===== src/rtl/mvm_pkg.sv =====
// Shared types and helpers for the matrix-vector-multiply sequencer.
package mvm_pkg;

    typedef enum logic [1:0] {
        IDLE,
        LOAD,
        MAC,
        OUT
    } state_t;

    // ROM/memory read (1) plus product pipe register (1).
    localparam int unsigned PIPE_LAT = 2;

    function automatic int unsigned max1_clog2(input int unsigned v);
        return (v <= 1) ? 1 : $clog2(v);
    endfunction

endpackage


===== src/rtl/mvm_out_serializer.sv =====
// Output beat counter: walks the P MAC results onto the output stream
// under the m_valid/m_ready handshake.
module mvm_out_serializer
    import mvm_pkg::*;
#(
    parameter int unsigned P = 1,
    localparam int unsigned SW = max1_clog2(P)
) (
    input  logic          clk,
    input  logic          reset,
    input  logic          start,
    input  logic          m_ready,
    output logic          m_valid,
    output logic [SW-1:0] sel_out,
    output logic          last_beat
);

    localparam logic [SW-1:0] LAST_SEL = SW'(P - 1);

    assign last_beat = m_valid & m_ready & (sel_out == LAST_SEL);

    always_ff @(posedge clk or posedge reset) begin
        if (reset) begin
            m_valid <= 1'b0;
            sel_out <= '0;
        end else if (start) begin
            m_valid <= 1'b1;
            sel_out <= '0;
        end else if (m_valid && m_ready) begin
            if (sel_out == LAST_SEL) begin
                m_valid <= 1'b0;
                sel_out <= '0;
            end else begin
                sel_out <= sel_out + 1'b1;
            end
        end
    end

endmodule


===== src/rtl/mvm_sequencer.sv =====
// Control path for the matrix-vector-multiply layer: loads X, walks M/P row
// groups through the MAC pipeline and hands results to the output serializer.
module mvm_sequencer
    import mvm_pkg::*;
#(
    parameter int unsigned M = 16,
    parameter int unsigned N = 8,
    parameter int unsigned P = 1,
    localparam int unsigned G    = M / P,
    localparam int unsigned AW_X = max1_clog2(N),
    localparam int unsigned AW_W = max1_clog2(G * N),
    localparam int unsigned AW_B = max1_clog2(G),
    localparam int unsigned SW   = max1_clog2(P)
) (
    input  logic            clk,
    input  logic            reset,
    input  logic            s_valid,
    output logic            s_ready,
    output logic            m_valid,
    input  logic            m_ready,
    output logic            wr_en_x,
    output logic [AW_X-1:0] addr_X,
    output logic [AW_W-1:0] addr_W,
    output logic [AW_B-1:0] addr_B,
    output logic            accum_src,
    output logic            en,
    output logic [SW-1:0]   sel_out,
    output logic            done
);

    if (M % P != 0) begin : g_bad_p
        $error("mvm_sequencer: M must be a multiple of P");
    end

    localparam int unsigned TW = max1_clog2(N + PIPE_LAT);
    localparam logic [TW-1:0]   T_BIAS = TW'(PIPE_LAT - 1);
    localparam logic [TW-1:0]   T_LAST = TW'(N + PIPE_LAT - 1);
    localparam logic [TW-1:0]   T_N    = TW'(N);
    localparam logic [TW-1:0]   T_NM1  = TW'(N - 1);
    localparam logic [AW_X-1:0] K_LAST = AW_X'(N - 1);
    localparam logic [AW_B-1:0] G_LAST = AW_B'(G - 1);

    state_t          state;
    logic [AW_X-1:0] k;
    logic [TW-1:0]   t;
    logic [AW_B-1:0] g;
    logic [AW_W-1:0] w_ptr;
    logic            mac_last;
    logic            last_beat;

    assign wr_en_x  = s_valid & s_ready;
    assign mac_last = (state == MAC) && (t == T_LAST);

    always_ff @(posedge clk or posedge reset) begin
        if (reset) begin
            state   <= IDLE;
            k       <= '0;
            t       <= '0;
            g       <= '0;
            w_ptr   <= '0;
            s_ready <= 1'b0;
        end else begin
            unique case (state)
                IDLE: begin
                    state   <= LOAD;
                    s_ready <= 1'b1;
                end
                LOAD: begin
                    if (wr_en_x) begin
                        if (k == K_LAST) begin
                            k       <= '0;
                            g       <= '0;
                            t       <= '0;
                            w_ptr   <= '0;
                            s_ready <= 1'b0;
                            state   <= MAC;
                        end else begin
                            k <= k + 1'b1;
                        end
                    end
                end
                MAC: begin
                    // w_ptr parks on the group's last column; the step into the
                    // next group happens on the OUT->MAC transition so it never
                    // runs past G*N-1.
                    if (t < T_NM1) begin
                        w_ptr <= w_ptr + 1'b1;
                    end
                    if (mac_last) begin
                        t     <= '0;
                        state <= OUT;
                    end else begin
                        t <= t + 1'b1;
                    end
                end
                OUT: begin
                    if (last_beat) begin
                        if (g == G_LAST) begin
                            state   <= LOAD;
                            s_ready <= 1'b1;
                        end else begin
                            g     <= g + 1'b1;
                            w_ptr <= w_ptr + 1'b1;
                            state <= MAC;
                        end
                    end
                end
                default: state <= IDLE;
            endcase
        end
    end

    always_comb begin
        addr_X    = '0;
        addr_W    = '0;
        addr_B    = '0;
        en        = 1'b0;
        accum_src = 1'b0;
        if (state == LOAD) begin
            addr_X = k;
        end else if (state == MAC) begin
            addr_B = g;
            if (t < T_N) begin
                addr_X = AW_X'(t);
                addr_W = w_ptr;
            end
            en        = (t != '0);
            accum_src = (t == T_BIAS);
        end
    end

    assign done = last_beat && (state == OUT) && (g == G_LAST);

    mvm_out_serializer #(
        .P(P)
    ) u_out (
        .clk      (clk),
        .reset    (reset),
        .start    (mac_last),
        .m_ready  (m_ready),
        .m_valid  (m_valid),
        .sel_out  (sel_out),
        .last_beat(last_beat)
    );

endmodule


===== config.mk =====
export PLATFORM = sky130hd
export DESIGN_NAME = mvm_sequencer
export DESIGN_NICKNAME = d
export VERILOG_FILES = /design/src/rtl/mvm_pkg.sv /design/src/rtl/mvm_out_serializer.sv /design/src/rtl/mvm_sequencer.sv
export SDC_FILE = /design/constraint.sdc
export NUM_CORES = 1
export LEC_CHECK = 0
export ABC_AREA = 1
export CELL_PAD_IN_SITES_DETAIL_PLACEMENT = 1
export CELL_PAD_IN_SITES_GLOBAL_PLACEMENT = 2
export CORE_MARGIN = 10
export CORE_UTILIZATION = 29
export DETAILED_ROUTE_END_ITERATION = 7
export MAX_ROUTING_LAYER = met4
export PLACE_DENSITY_LB_ADDON = 0.1
export SYNTH_ARGS = -nofsm -noshare
export SYNTH_HDL_FRONTEND = slang
export SYNTH_HIERARCHICAL = 1
export SYNTH_SLANG_ARGS = --single-unit

===== constraint.sdc =====
create_clock -name clk -period 1.6 [get_ports clk]
set_input_delay 0.16 -clock clk [delete_from_list [all_inputs] [get_ports clk]]
set_output_delay 0.16 -clock clk [all_outputs]
set_load 0.03 [all_outputs]

==> results.json, run 1 <==
{
  "cts_buffers": 3,
  "crit_fanout": 5,
  "wl_per_cell_um": 14.1,
  "fin_util": 0.420,
  "antenna_found_initial": 0,
  "first_global_vias": 1535,
  "final_max_slew_viol_count": 0,
  "p_switching_mw": 2.11,
  "clock_latency_ps": 260,
  "clockPowerShare": 0.099,
  "critPathLaunchType": "flop",
  "grt_pass1_wl_um": 7300,
  "placedCellCount": 301,
  "start_util": 0.306,
  "yosysSeqAreaShare": 0.373,
  "drt_iter0_drc": 55,
  "cpPeakStageDelay_ps": 450,
  "cts.sinks": 22,
  "yosys_register_bits": 22,
  "crit_type": "reg -> out",
  "p_sw_frac": 0.513,
  "avgSynthCellArea_um2": 7.06,
  "n_antenna_cell": 0,
  "hpwl_um": 3440,
  "fin_ws_ps": 59.5,
  "max_freq_mhz": 649,
  "grt.total_usage": 0.107,
  "p_int_mw": 2.00,
  "worstPathRequired_ps": 1440,
  "combPwrFrac": 0.644,
  "min_path_type": "in -> async",
  "synth_area_mm2": 0.00148,
  "area_growth_pct": 36.9,
  "num_rows": 25,
  "skew_ps": 4.06,
  "preCtsSetupSlack_ps": 42.2,
  "crit_chain": "inv_4, nor2_4, inv_2, o22ai_2, buf_6",
  "die_h_um": 91.4,
  "ant_nets": 0,
  "grt_max_degree": 22,
  "powerDensity_mw_per_mm2": 2040,
  "io_pins": 25,
  "core-area_mm2": 0.00482,
  "synthFlopType": "dfrtp_1",
  "netlist_instances": 209,
  "yosysWarnings": 6,
  "p_leak_nw": 1.02,
  "p_seq_frac": 0.256,
  "grt_overflow": 0,
  "cts-htree-levels": 1,
  "cts_tree": "done",
  "crit_family": "flip-flops",
  "cp.buffers_inverters": 3,
  "path_clk_slew_ps": 90,
  "routed_wl_um": 4450,
  "async_flop_share": 1.00,
  "dr.pass1.iters": 4,
  "critical-path-slowest-cell": "dfrtp_2",
  "port_buffers": 23,
  "cp-end-kind": "output pin",
  "nNetsFinal": 261,
  "dieArea_mm2": 0.00834,
  "cts-root-buf": "clkbuf_8",
  "instances_no_fill": 316,
  "holdBufCountCts": 0,
  "arrival_ps": 1380,
  "rsz0062_at_grt": "true",
  "min_period_ps": 1540,
  "die_x_um": 91.4,
  "hold_violations": 0,
  "status": "complete, no violations",
  "period_share": 0.963,
  "clock_path_buffers": 2,
  "viasPerCell": 4.62,
  "ir_drop_mv": 0.936,
  "synth-edff-count": 0,
  "power_mw": 4.12,
  "setup_viol": 0,
  "drc_errors": 0,
  "drv_cap": 0,
  "whs_ps": 54.7,
  "syn_nets": 220,
  "layout-drive-gt1-share": 0.329,
  "rrSetupSlack_ps": 80,
  "gp_congestion": 0.814,
  "synth_cell_types": 27,
  "route.vias.total": 1461
}
-- path summary, 6_finish.rpt --
path	startpoint	end	depth (start not counted)
setup / recovery	state[0]	addr_X[2]	5
hold / removal	reset	u_out/m_valid	2
setup reg to reg	k[1]	w_ptr[0]	9
hold reg to reg	u_out/m_valid	u_out/m_valid	2
max in group asynchronous	reset	t[3]	3
min in group clk	m_ready	u_out/m_valid	4
-- routing by layer --
layer	share of wire	GRT usage	vias to the layer above
li1	-	-	735
met1	0.48	0.128	707
met2	0.49	0.183	17
met3	0.024	0.0198	2
met4	0.0047	0.0222	0
met5	0	-	-
-- logic make-up (layout without fill, tap and decap cells) --
| kind of cell | Yosys count | after routing | synth area share |
|---|---|---|---|
| AOI/OAI and AO/OA | 15 | 15 | 0.0568 |
| adders and majority gates | 7 | 7 | 0.0593 |
| buffers and inverters | 34 | 73 | 0.0949 |
| DFF | 22 | 22 | 0.373 |
| other | 1 | 1 | 0.00254 |
| and+or+nand+nor | 130 | 131 | 0.414 |
-- registers in the layout (all words and copies together) (netlist names) --
name	flops
w_ptr	7
s_ready	1
t	4
state	2
g	4
u_out/m_valid	1
k	3
-- layout by cell type (no fill, tap or decap), drive strengths merged, types with 2 or more instances in the layout --
cell | netlist | final
dfrtp | 22 | 22
clkdlybuf4s50 | 0 | 4
clkbuf | 0 | 4
nand2 | 71 | 71
nor2 | 32 | 33
a21oi | 2 | 2
ha | 7 | 7
nor3b | 2 | 2
buf | 3 | 33
nand3 | 16 | 16
nand4 | 8 | 8
inv | 30 | 31
o21ai | 9 | 9
-- per-stage QoR --
step	area (um2)	TNS [ps]
after detailed placement	1770	0
after global placement	1770	0
after CTS	1860	-20.6
final	2020	0
after floorplan	1480	0
after global routing	2020	-93.7
-- power by group through the flow --
stage | combinational, mW | clock [mW] | sequential [mW]
floorplan | 1.54 | 0 | 1.03
CTS | 2.41 | 0.427 | 1.02
finish | 2.65 | 0.409 | 1.06
global placement | 2.25 | 0 | 1.03
detailed placement | 2.32 | 0 | 1.04
global route | 2.94 | 0.455 | 1.08
-- worst register-to-register path: stages, from the launching register on --
cell and delay, ps:
dfrtp_1 390, ha_2 210, ha_4 150, nand3_4 80
nand2_4 120, nand2_8 80, nor2_4 150, nand2_4 110
nand2_1 70, nand2_1 50
-- layout make-up --
class	count	area, um2
clock buffers	4	55.1
fillers	619	2800
repair buffers	38	312
flip-flops and latches	22	554
multi-input cells	154	896
well taps	67	83.8
inverters	31	121
-- timing repair --
action                                  4_1_cts  5_1_grt
pin swaps                                     3        8
setup buffers                                 3        7
gates cloned                                  0        1
endpoints found under the setup margin       11       22
gates resized for setup                       7       29
endpoints found under the hold margin         0        0
-- synthesized netlist by cell type, types with 2 or more instances --
cell,n,area (um2)
nand2_1,63,236
nor2_1,27,101
inv_1,25,93.8
dfrtp_1,22,551
nand3_1,15,75.1
nand4_1,8,50.1
ha_1,7,87.6
inv_2,5,18.8
nand2_2,5,31.3
o21ai_0,5,25.0
nor2_4,4,45.0
o21ai_1,4,20.0
nand2_4,3,33.8
a21oi_1,2,10.0
nor3b_1,2,15.0
Note: power is estimated with default switching activity, not from simulation.
==> run 2: changes to the inputs <==
- CORE_UTILIZATION: 29 -> 25
- SETUP_SLACK_MARGIN: unset -> 0.15
==> results.json, run 2 (same netlist as run 1, synthesis figures left out) <==
{
  "rsz0062_at_grt": "true",
  "fillCellCount": 705,
  "hpwl_um": 3470,
  "grt_max_degree": 22,
  "crit_fanout": 3,
  "critical-path-slowest-cell": "dfrtp_1",
  "p_switching_mw": 2.56,
  "viasPerCell": 4.60,
  "setup_viol": 0,
  "final_max_slew_viol_count": 0,
  "rrSetupSlack_ps": 130,
  "ir_drop_mv": 1.14,
  "worstPathRequired_ps": 1440,
  "min_period_ps": 1540,
  "crit_family": "flip-flops",
  "top_register": "w_ptr",
  "cts.sinks": 22,
  "whs_ps": 54.3,
  "start_util": 0.263,
  "instances_no_fill": 341,
  "p_int_mw": 2.70,
  "port_buffers": 23,
  "p_seq_frac": 0.198,
  "min_path_type": "in -> async",
  "dieArea_mm2": 0.00938,
  "p_leak_nw": 1.16,
  "clock_latency_ps": 270,
  "period_share": 0.965,
  "crit_chain": "buf_6, inv_6, ha_4, nand3_2, nor2_1, buf_4",
  "mostFrequentLayoutCell": "nand2_1",
  "holdBufCountCts": 0,
  "drc_errors": 0,
  "final_area_mm2": 0.00245,
  "fin_util": 0.438,
  "crit_type": "reg -> out",
  "cts-root-buf": "clkbuf_8",
  "gp_congestion": 0.748,
  "path_clk_slew_ps": 90,
  "cp.buffers_inverters": 3,
  "cpPeakStageDelay_ps": 400,
  "max_freq_mhz": 648,
  "drv_cap": 0,
  "num_rows": 27,
  "clock_path_buffers": 2,
  "area_growth_pct": 66.2,
  "cts_buffers": 3,
  "final_cell_mix": "nand2_1, buf_4, inv_1",
  "n_antenna_cell": 0,
  "largest_reg_flops": 7,
  "route.vias.total": 1570,
  "wl_per_cell_um": 15.1,
  "arrival_ps": 1380,
  "layout-drive-gt1-share": 0.472,
  "dr.pass1.iters": 4,
  "cts-htree-levels": 1,
  "die_h_um": 96.9,
  "post_dp_cell_area_mm2": 0.00179,
  "routed_wl_um": 5150,
  "cp-end-kind": "output pin",
  "preCtsSetupSlack_ps": 115,
  "antenna_found_initial": 0,
  "nNetsFinal": 281,
  "core-area_mm2": 0.00561,
  "powerDensity_mw_per_mm2": 2140,
  "clockPowerShare": 0.103,
  "io_pins": 25,
  "critPathLaunchType": "flop",
  "hold_violations": 0,
  "fin_ws_ps": 56.1,
  "first_global_vias": 1641,
  "placedCellCount": 308,
  "ant_nets": 0,
  "grt.total_usage": 0.106,
  "status": "complete, no violations",
  "grt_pass1_wl_um": 8130,
  "reg.largest.list": "w_ptr (7), g (4), t (4)",
  "drt_iter0_drc": 38,
  "p_sw_frac": 0.487,
  "skew_ps": 2.04,
  "grt_overflow": 0,
  "die_x_um": 96.9,
  "combPwrFrac": 0.699,
  "cts_tree": "done"
}
==> run 2: area by class of cell <==
type / count / area [um2] / area share
clock inverters: 1 / 30.0 / 0.0122
flip-flops and latches: 22 / 554 / 0.226
clock buffers: 3 / 41.3 / 0.0168
well taps: 72 / 90.1 / 0.0367
inverters: 31 / 134 / 0.0546
repair buffers: 58 / 526 / 0.214
multi-input cells: 154 / 1080 / 0.440
==> run 2: power groups by stage <==
stage / clock (mW) / combinational [mW] / sequential (mW)
floorplan: 0 / 1.55 / 1.03
global placement: 0 / 2.31 / 1.01
detailed placement: 0 / 2.36 / 1.03
CTS: 0.555 / 2.92 / 1.01
global route: 0.580 / 4.02 / 1.09
finish: 0.540 / 3.67 / 1.04
==> run 2: through the flow <==
stage | TNS (ps) | power (mW)
after floorplan | 0 | 2.58
after global placement | 0 | 3.33
after detailed placement | 0 | 3.38
after CTS | 0 | 4.49
after global routing | -52.1 | 5.69
final | 0 | 5.26
==> run 2: final timing paths <==
kind                               start             to  cells past startpoint
max                                 t[1]      accum_src                      6
min                                reset  u_out/m_valid                      2
max reg2reg                         t[0]       w_ptr[3]                     10
min reg2reg                u_out/m_valid  u_out/m_valid                      2
max in group asynchronous          reset       state[0]                      3
min in group clk                 m_ready  u_out/m_valid                      4
==> run 2: per-layer routing <==
metal | GRT usage | part of all wire | vias up
li1 | - | - | 785
met1 | 0.128 | 0.45 | 763
met2 | 0.176 | 0.51 | 18
met3 | 0.0177 | 0.024 | 4
met4 | 0.0338 | 0.010 | 0
met5 | - | 0 | -
==> run 2: what timing repair did <==
item,in CTS,in global routing
gates cloned,1,0
setup endpoints to repair,35,31
pin swaps,10,22
gates resized for setup,31,69
endpoints found under the hold margin,0,0
setup buffers,20,8
==> run 3: changes to the inputs <==
- CTS_CLUSTER_SIZE: unset -> 10
==> results of run 3 <==
The final DEF is identical to that of run 2; final timing and power are the same.
